<file path="src/rtl/seg_scan.sv">
// seg_scan: 4-digit multiplexed seven-segment scan driver (common anode).
// Captures {sign,hex2,hex1,hex0} on load into a staging register and
// commits it to the displayed shadow copy only at frame boundaries.
module seg_scan #(
    parameter int unsigned DIV   = 50000,
    parameter int unsigned BLANK = 16,
    parameter int unsigned LZS   = 1
) (
    input  logic       clk,
    input  logic       rst,
    input  logic       sign,
    input  logic [3:0] hex2,
    input  logic [3:0] hex1,
    input  logic [3:0] hex0,
    input  logic       load,
    output logic [3:0] an,
    output logic [6:0] seg,
    output logic       pend,
    output logic       frame
);

    localparam int unsigned CW = (DIV > 1) ? $clog2(DIV) : 1;

    typedef enum logic [1:0] {
        SLOT0 = 2'd0,
        SLOT1 = 2'd1,
        SLOT2 = 2'd2,
        SLOT3 = 2'd3
    } slot_e;

    logic [CW-1:0] cnt_q, cnt_d;
    slot_e         idx_q, idx_d;
    logic [12:0]   stg_q;
    logic [12:0]   shd_q;
    logic          pend_q;
    logic          frame_q;
    logic [3:0]    an_q, an_d;
    logic [6:0]    seg_q, seg_d;

    logic          tick;
    logic          boundary;
    logic          blank_win;
    logic [12:0]   din;

    logic          sh_sign;
    logic [3:0]    sh_hex2, sh_hex1, sh_hex0;

    assign din      = {sign, hex2, hex1, hex0};
    assign tick     = (cnt_q == CW'(DIV - 1));
    assign boundary = tick && (idx_q == SLOT3);
    assign blank_win = (cnt_q < CW'(BLANK));

    assign {sh_sign, sh_hex2, sh_hex1, sh_hex0} = shd_q;

    // Active-high {g,f,e,d,c,b,a} pattern for one hex digit.
    function automatic logic [6:0] hex_code(input logic [3:0] h);
        case (h)
            4'h0:    hex_code = 7'h3F;
            4'h1:    hex_code = 7'h06;
            4'h2:    hex_code = 7'h5B;
            4'h3:    hex_code = 7'h4F;
            4'h4:    hex_code = 7'h66;
            4'h5:    hex_code = 7'h6D;
            4'h6:    hex_code = 7'h7D;
            4'h7:    hex_code = 7'h07;
            4'h8:    hex_code = 7'h7F;
            4'h9:    hex_code = 7'h6F;
            4'hA:    hex_code = 7'h77;
            4'hB:    hex_code = 7'h7C;
            4'hC:    hex_code = 7'h39;
            4'hD:    hex_code = 7'h5E;
            4'hE:    hex_code = 7'h79;
            default: hex_code = 7'h71;
        endcase
    endfunction

    // Prescaler and slot sequencer: next-state logic.
    always_comb begin
        cnt_d = tick ? '0 : cnt_q + CW'(1);
        idx_d = idx_q;
        if (tick) begin
            case (idx_q)
                SLOT0: idx_d = SLOT1;
                SLOT1: idx_d = SLOT2;
                SLOT2: idx_d = SLOT3;
                SLOT3: idx_d = SLOT0;
            endcase
        end
    end

    // Prescaler and slot sequencer: state registers.
    always_ff @(posedge clk) begin
        if (rst) begin
            cnt_q <= '0;
            idx_q <= SLOT0;
        end else begin
            cnt_q <= cnt_d;
            idx_q <= idx_d;
        end
    end

    // Double buffer: staging follows load, shadow is committed at the frame
    // boundary; a load on the boundary bypasses staging straight into shadow.
    always_ff @(posedge clk) begin
        if (rst) begin
            stg_q   <= '0;
            shd_q   <= '0;
            pend_q  <= 1'b0;
            frame_q <= 1'b0;
        end else begin
            frame_q <= boundary;
            if (load) begin
                stg_q <= din;
            end
            if (boundary) begin
                pend_q <= 1'b0;
                if (load) begin
                    shd_q <= din;
                end else if (pend_q) begin
                    shd_q <= stg_q;
                end
            end else if (load) begin
                pend_q <= 1'b1;
            end
        end
    end

    // Digit content for the current slot, with leading-zero suppression and
    // the anti-ghosting blank window at the start of every slot.
    always_comb begin
        logic       lit;
        logic [3:0] an_sel;
        logic [6:0] code;
        lit    = 1'b0;
        an_sel = 4'hF;
        code   = '0;
        an_d   = '1;
        seg_d  = '1;
        case (idx_q)
            SLOT0: begin
                code   = hex_code(sh_hex0);
                lit    = 1'b1;
                an_sel = 4'b1110;
            end
            SLOT1: begin
                code   = hex_code(sh_hex1);
                lit    = !((LZS != 0) && (sh_hex2 == 4'h0) && (sh_hex1 == 4'h0));
                an_sel = 4'b1101;
            end
            SLOT2: begin
                code   = hex_code(sh_hex2);
                lit    = !((LZS != 0) && (sh_hex2 == 4'h0));
                an_sel = 4'b1011;
            end
            SLOT3: begin
                code   = 7'b1000000;
                lit    = sh_sign;
                an_sel = 4'b0111;
            end
        endcase
        if (lit && !blank_win) begin
            an_d  = an_sel;
            seg_d = ~code;
        end
    end

    // Registered display outputs (one cycle behind cnt/idx/shadow).
    always_ff @(posedge clk) begin
        if (rst) begin
            an_q  <= '1;
            seg_q <= '1;
        end else begin
            an_q  <= an_d;
            seg_q <= seg_d;
        end
    end

    assign an    = an_q;
    assign seg   = seg_q;
    assign pend  = pend_q;
    assign frame = frame_q;

endmodule

</file>
<file path="config.mk">
export PLATFORM = sky130hd
export DESIGN_NAME = seg_scan
export DESIGN_NICKNAME = d
export VERILOG_FILES = /design/src/rtl/seg_scan.sv
export SDC_FILE = /design/constraint.sdc
export NUM_CORES = 1
export LEC_CHECK = 0
export ABC_CLOCK_PERIOD_IN_PS = 4200
export BUFFER_PORTS_ARGS = -buffer_cell sky130_fd_sc_hd__buf_4
export CAP_MARGIN = 25
export CORE_ASPECT_RATIO = 0.8
export CORE_MARGIN = 2
export CORE_UTILIZATION = 45
export DETAILED_ROUTE_END_ITERATION = 16
export GPL_TIMING_DRIVEN = 0
export PLACE_DENSITY_LB_ADDON = 0.2
export SKIP_CTS_REPAIR_TIMING = 1
export SYNTH_ARGS = -nofsm -noshare
export SYNTH_HDL_FRONTEND = slang
export SYNTH_SLANG_ARGS = --single-unit
</file>
<file path="constraint.sdc">
create_clock -name clk -period 4.2 [get_ports clk]
set_input_delay 0.21 -clock clk [delete_from_list [all_inputs] [get_ports clk]]
set_output_delay 0.21 -clock clk [all_outputs]
set_load 0.1 [all_outputs]
</file>
# == Yosys cells after proc, flatten, opt, wreduce, memory -nomap -nowiden ==
# Memories as Yosys holds them, arrays and structs flattened. A register that Yosys moved wholly into a read port is not among the register bits.
# Cells that the tools add are included.
# classes
addsub,1
multipliers,0
reduce_logical,14
n_eq_ne,4
magnitude_cmp,1
bitwise_logic,2
div,0
n_shift,0
n_mux,12
# ops
op,count
$pmux W7 S4,1
$mux W13,2
$mux W4,6
$add A16 B1 Y16 const B,1
$eq A16 B16 Y1 const B,1
$lt A16 B5 Y1 const B,1
$pmux W4 S4,1
$logic_not A4 Y1,2
$pmux W2 S4,1
$not A7 Y7,1
$reduce_or A2 Y1,3
$eq A2 B2 Y1 const B,2
$pmux W1 S4,1
$logic_and A1 B1 Y1,3
$logic_not A1 Y1,3
$eq A2 B1 Y1 const B,1
$logic_not A2 Y1,1
$reduce_and A2 Y1,1
$reduce_bool A2 Y1,1
$not A1 Y1,1
# totals
memories,3
latch_bits,0
out_inout_bits,13
wordCells,45
mem_bits_rw,0
mem_bits_ro,336
reg_bits,57
# memory_table
name,depth,word_bits,rd,rd_ports_with_merged_regs,wr,line_no,text
(name not given),16,7,1,1,0,57,case (h)
(name not given),16,7,1,1,0,57,
(name not given),16,7,1,1,0,57,

# == Logic depth before layout (Yosys ltp) ==
# logic_depth
ltp_word,7
ltp_mapped,12
ltp_nobuf,10

# == Worst setup path after synthesis ==
# No wires, ideal clock.
# synth_timing
kind,reg-to-reg
from,register pend_q (netlist: pend)
to,register with a tool-made name
period_less_slack_ns,2.872
path_buffers,2
arrival_ns,2.800
path_slack_ns,1.328
setup_ns,0.072
stages_incl_launch_ff,11
cell_sequence,dfxtp_1 o21ai_2 nor2_1 buf_6 buf_6 nand2_1 a21oi_1 inv_1 ha_1 mux2_2 a2bb2oi_1
# synth_lines
item,line_no,text
from (decl),35,logic pend_q;
from (signal assigned),108,pend_q <= 1'b0;
from (signal assigned),116,pend_q <= 1'b0;
from (signal assigned),123,pend_q <= 1'b1;

==> metrics.md <==
| Metric | Value |
|---|---|
| Horizontal extent of the die | `106.8 um` |
| DR DRC count | `0` |
| Final worst clock skew | `0.009391 ns` |
| Worst-margin pin slew | `0.5815 ns` |
| Gate count after technology mapping | `398` |
| RSZ-0062 raised after global routing | `false` |
| Min cycle time layout | `3.116 ns` |
| Global-route total usage across every layer | `0.1982` |
| Number of cell instances on the worst register-to-register path | `11` |
| Port Buf Inserts | `26` |
| Most area-hungry cell type in the Yosys netlist | `sky130_fd_sc_hd__dfxtp_1` |
| Via total after detailed routing | `2856` |
| EDFF count, synth | `0` |
| Layout Nets | `479` |
| Comb power frac | `0.041` |
| Worst-case vdd ir drop | `0.0001820 V` |
| Final setup TNS | `0 ns` |
| Worst Path Required | `4.49 ns` |
| Clock Power Share | `0.411` |
| Leak Pwr | `1.746 nW` |
| Power density relative to cell area | `317.3 nW/um^2` |
| Crit Path Max Fanout | `10` |
| Post-synth ARST share | `0` |
| Wire length of the first global-routing pass | `14.06 mm` |
| TritonCTS Sinks | `78` |
| Post-Layout Inst Area | `4335 sq um` |
| Worst-path clk slew | `0.08 ns` |
| Critical Path Start | `idx_q[1]$_SDFFE_PP0N_` |
| Clock network latency to the later pin of the worst-skew pair | `0.35 ns` |
| Class of the tightest hold or removal check | `input pin to register` |
| Total net switching power | `0.3111 mW` |
| Yosys top cell area share | `0.4104` |
| Class of the most critical setup path | `register to register` |
| Antenna violations before repair | `0` |
| Arrival time at the worst endpoint | `3.41 ns` |
| Net switching fraction of the power | `0.2261` |
| Top library cells by usage in the layout, fill and taps aside | `78 x sky130_fd_sc_hd__dfxtp_1, 39 x sky130_fd_sc_hd__nand2_1, 33 x sky130_fd_sc_hd__nor2_1` |
| Critical Path Start Type | `register` |
| Starting DRC count in detailed routing | `204` |
| WL/cell | `15.19 um` |
| Yosys cell types | `44` |
| Max-slew violation count | `0` |
| Period utilization | `0.7420` |
| Chip Height | `86.25 um` |
| Max Clk Rate | `320.9 MHz` |
| Placer congestion estimate | `0.8674` |
| Mean instance size in the synthesized netlist | `9.560 sq um` |
| Number of filler cells placed in the layout | `759` |
| Max capacitance violation total | `0` |
| Signed area change from the synthesized netlist to the final layout | `13.94%` |
| Initial Util | `0.4724` |
| Maximum number of pins on one net before global-route repair | `14` |
| Post-synthesis instance area | `3805 sq um` |
| R2R setup slack | `1.08 ns` |
| TritonCTS buffer count | `9` |
| Worst Setup End Kind | `register` |
| Area after DPL | `4135 sq um` |
| Mean number of vias per cell | `5.212` |
| Overall power after layout | `1.376 mW` |
| Number of detailed-routing iterations run before antenna repair | `4` |
| Source of the worst register-to-register timing path | `idx_q[1]$_SDFFE_PP0N_` |
| Final setup viols | `0` |
| Syn_nets | `442` |
| Number of placed I/O pins | `29` |
| Run status | `complete, no violations` |
| Most common cell after layout, fill and taps aside | `sky130_fd_sc_hd__dfxtp_1` |
| Max-slew headroom at the worst pin | `0.6123` |
| DRT Wirelength | `8.326 mm` |
| Total of flip-flops plus latches after synthesis | `78` |
| Top cells by area, synth | `sky130_fd_sc_hd__dfxtp_1 41%, sky130_fd_sc_hd__ha_1 9.2%, sky130_fd_sc_hd__mux2i_1 6.3%, sky130_fd_sc_hd__mux2_2 5.3%, sky130_fd_sc_hd__nand2_1 3.8%` |
| Die area | `9211 sq um` |
| TritonCTS clock tree | `done` |
| Maximum level of the CTS H-tree | `3` |
| Core Util, Final | `0.5382` |
| Internal power summed over all cells | `1.065 mW` |
| Sequential cell fraction of total power | `0.548` |
| Global-route congestion overflow total | `0` |
| Post-detailed-placement half-perimeter wirelength | `6.137 mm` |
| Total number of yosys warnings | `0` |
| Leading register cell type out of synthesis | `sky130_fd_sc_hd__dfxtp_1` |
| Diodes inserted | `0` |
| Core area | `8055 sq um` |
| FP Rows | `29` |
| Root cell of the clock tree | `sky130_fd_sc_hd__clkbuf_8` |
| Fraction of layout instances using a drive strength above 1 | `0.2091` |
| Number of global-route vias before repair | `2767` |
| Buffer depth of the longest clock path | `2` |
| Final hold violation count | `0` |
| Post-route antenna net violation count | `0` |
| Share of synthesized area occupied by flip-flops and latches | `0.4104` |
[through the flow]
step / worst slack [ns] / hold WS [ns] / std cells
after global placement: 1.122 / 0.4243 / 532
after global routing: 0.8856 / 0.1297 / 548
after floorplan: 1.328 / 0.3766 / 398
final: 1.084 / 0.1158 / 548
after detailed placement: 1.128 / 0.4371 / 532
after CTS: 1.080 / 0.1104 / 548
[routing by layer]
layer  vias to the layer above  part of all wire  wire length [um]  global-route usage
met5                         -                 0                 0                   0
met4                         0             0.018               147             0.06375
met2                        92              0.41              3450              0.2959
met1                      1307              0.51              4206              0.2794
met3                        12             0.063               521             0.05338
li1                       1445                 -                 -                   -
[power groups by stage]
stage	Combinational (mW)	Sequential, mW	Clock (mW)
2_1_floorplan	0.0317	0.775	0
3_3_place_gp	0.0559	0.770	0
3_5_place_dp	0.0572	0.771	0
4_1_cts	0.0574	0.753	0.577
5_1_grt	0.0633	0.755	0.612
6_report	0.0569	0.753	0.565
[cell families after synthesis]
| family | count (synthesis) | share of synthesized area |
|---|---|---|
| AND/OR/NAND/NOR | 131 | 0.1743 |
| flip-flops | 78 | 0.4104 |
| AO/OA/AOI/OAI | 68 | 0.1345 |
| multiplexers | 42 | 0.1164 |
| buffers and inverters | 40 | 0.04702 |
| adder cells (fa/ha/maj) | 28 | 0.09208 |
| XOR/XNOR | 11 | 0.02532 |
[worst min path at each step]
| stage | cells past startpoint | start | endpoint |
|---|---|---|---|
| 2_1_floorplan | 2 | sign | stg_q[12]$_SDFFE_PP0P_ |
| 3_3_place_gp | 1 | cnt_q[0]$_SDFF_PP0_ | cnt_q[0]$_SDFF_PP0_ |
| 3_5_place_dp | 1 | cnt_q[0]$_SDFF_PP0_ | cnt_q[0]$_SDFF_PP0_ |
| 4_1_cts | 3 | sign | stg_q[12]$_SDFFE_PP0P_ |
| 5_1_grt | 3 | sign | stg_q[12]$_SDFFE_PP0P_ |
| 6_report | 3 | sign | stg_q[12]$_SDFFE_PP0P_ |
[layout make-up]
class | instances | area, sq um | share of cell area
plain buffers | 16 | 88.84 | 0.02049
clock buffers | 11 | 141.4 | 0.03261
repair buffers | 26 | 195.2 | 0.04502
multi-input cells | 280 | 2064 | 0.4762
inverters | 24 | 90.09 | 0.02078
well taps | 108 | 135.1 | 0.03117
clock inverters | 5 | 58.81 | 0.01356
flip-flops and latches | 78 | 1562 | 0.3602
[worst max-delay path: stages, from the launching register on]
cell and delay [ns]:
sky130_fd_sc_hd__dfxtp_1 0.42, sky130_fd_sc_hd__ha_1 0.35, sky130_fd_sc_hd__o21ai_2 0.19, sky130_fd_sc_hd__nor2_1 0.25
sky130_fd_sc_hd__buf_6 0.23, sky130_fd_sc_hd__buf_6 0.20, sky130_fd_sc_hd__nand2_1 0.09, sky130_fd_sc_hd__a21oi_1 0.40
sky130_fd_sc_hd__inv_1 0.20, sky130_fd_sc_hd__ha_1 0.29, sky130_fd_sc_hd__mux2_2 0.28, sky130_fd_sc_hd__a2bb2oi_1 0.15
[cells in the mapped netlist, types with 3 or more instances]
master and instances:
sky130_fd_sc_hd__a21oi_1 14, sky130_fd_sc_hd__a221oi_2 3, sky130_fd_sc_hd__a22oi_1 6, sky130_fd_sc_hd__a2bb2oi_1 12, sky130_fd_sc_hd__and2_1 4, sky130_fd_sc_hd__and3_1 4, sky130_fd_sc_hd__buf_4 3, sky130_fd_sc_hd__clkbuf_1 8
sky130_fd_sc_hd__dfxtp_1 78, sky130_fd_sc_hd__ha_1 28, sky130_fd_sc_hd__inv_1 24, sky130_fd_sc_hd__mux2_2 18, sky130_fd_sc_hd__mux2i_1 24, sky130_fd_sc_hd__nand2_1 39, sky130_fd_sc_hd__nand2b_1 7, sky130_fd_sc_hd__nand3_1 11
sky130_fd_sc_hd__nor2_1 33, sky130_fd_sc_hd__nor2b_1 6, sky130_fd_sc_hd__nor3_1 3, sky130_fd_sc_hd__o21ai_0 17, sky130_fd_sc_hd__o21ai_2 7, sky130_fd_sc_hd__or2_2 6, sky130_fd_sc_hd__or3_1 3, sky130_fd_sc_hd__xnor2_1 5
sky130_fd_sc_hd__xor2_1 6
(Power assumes the default switching activity.)
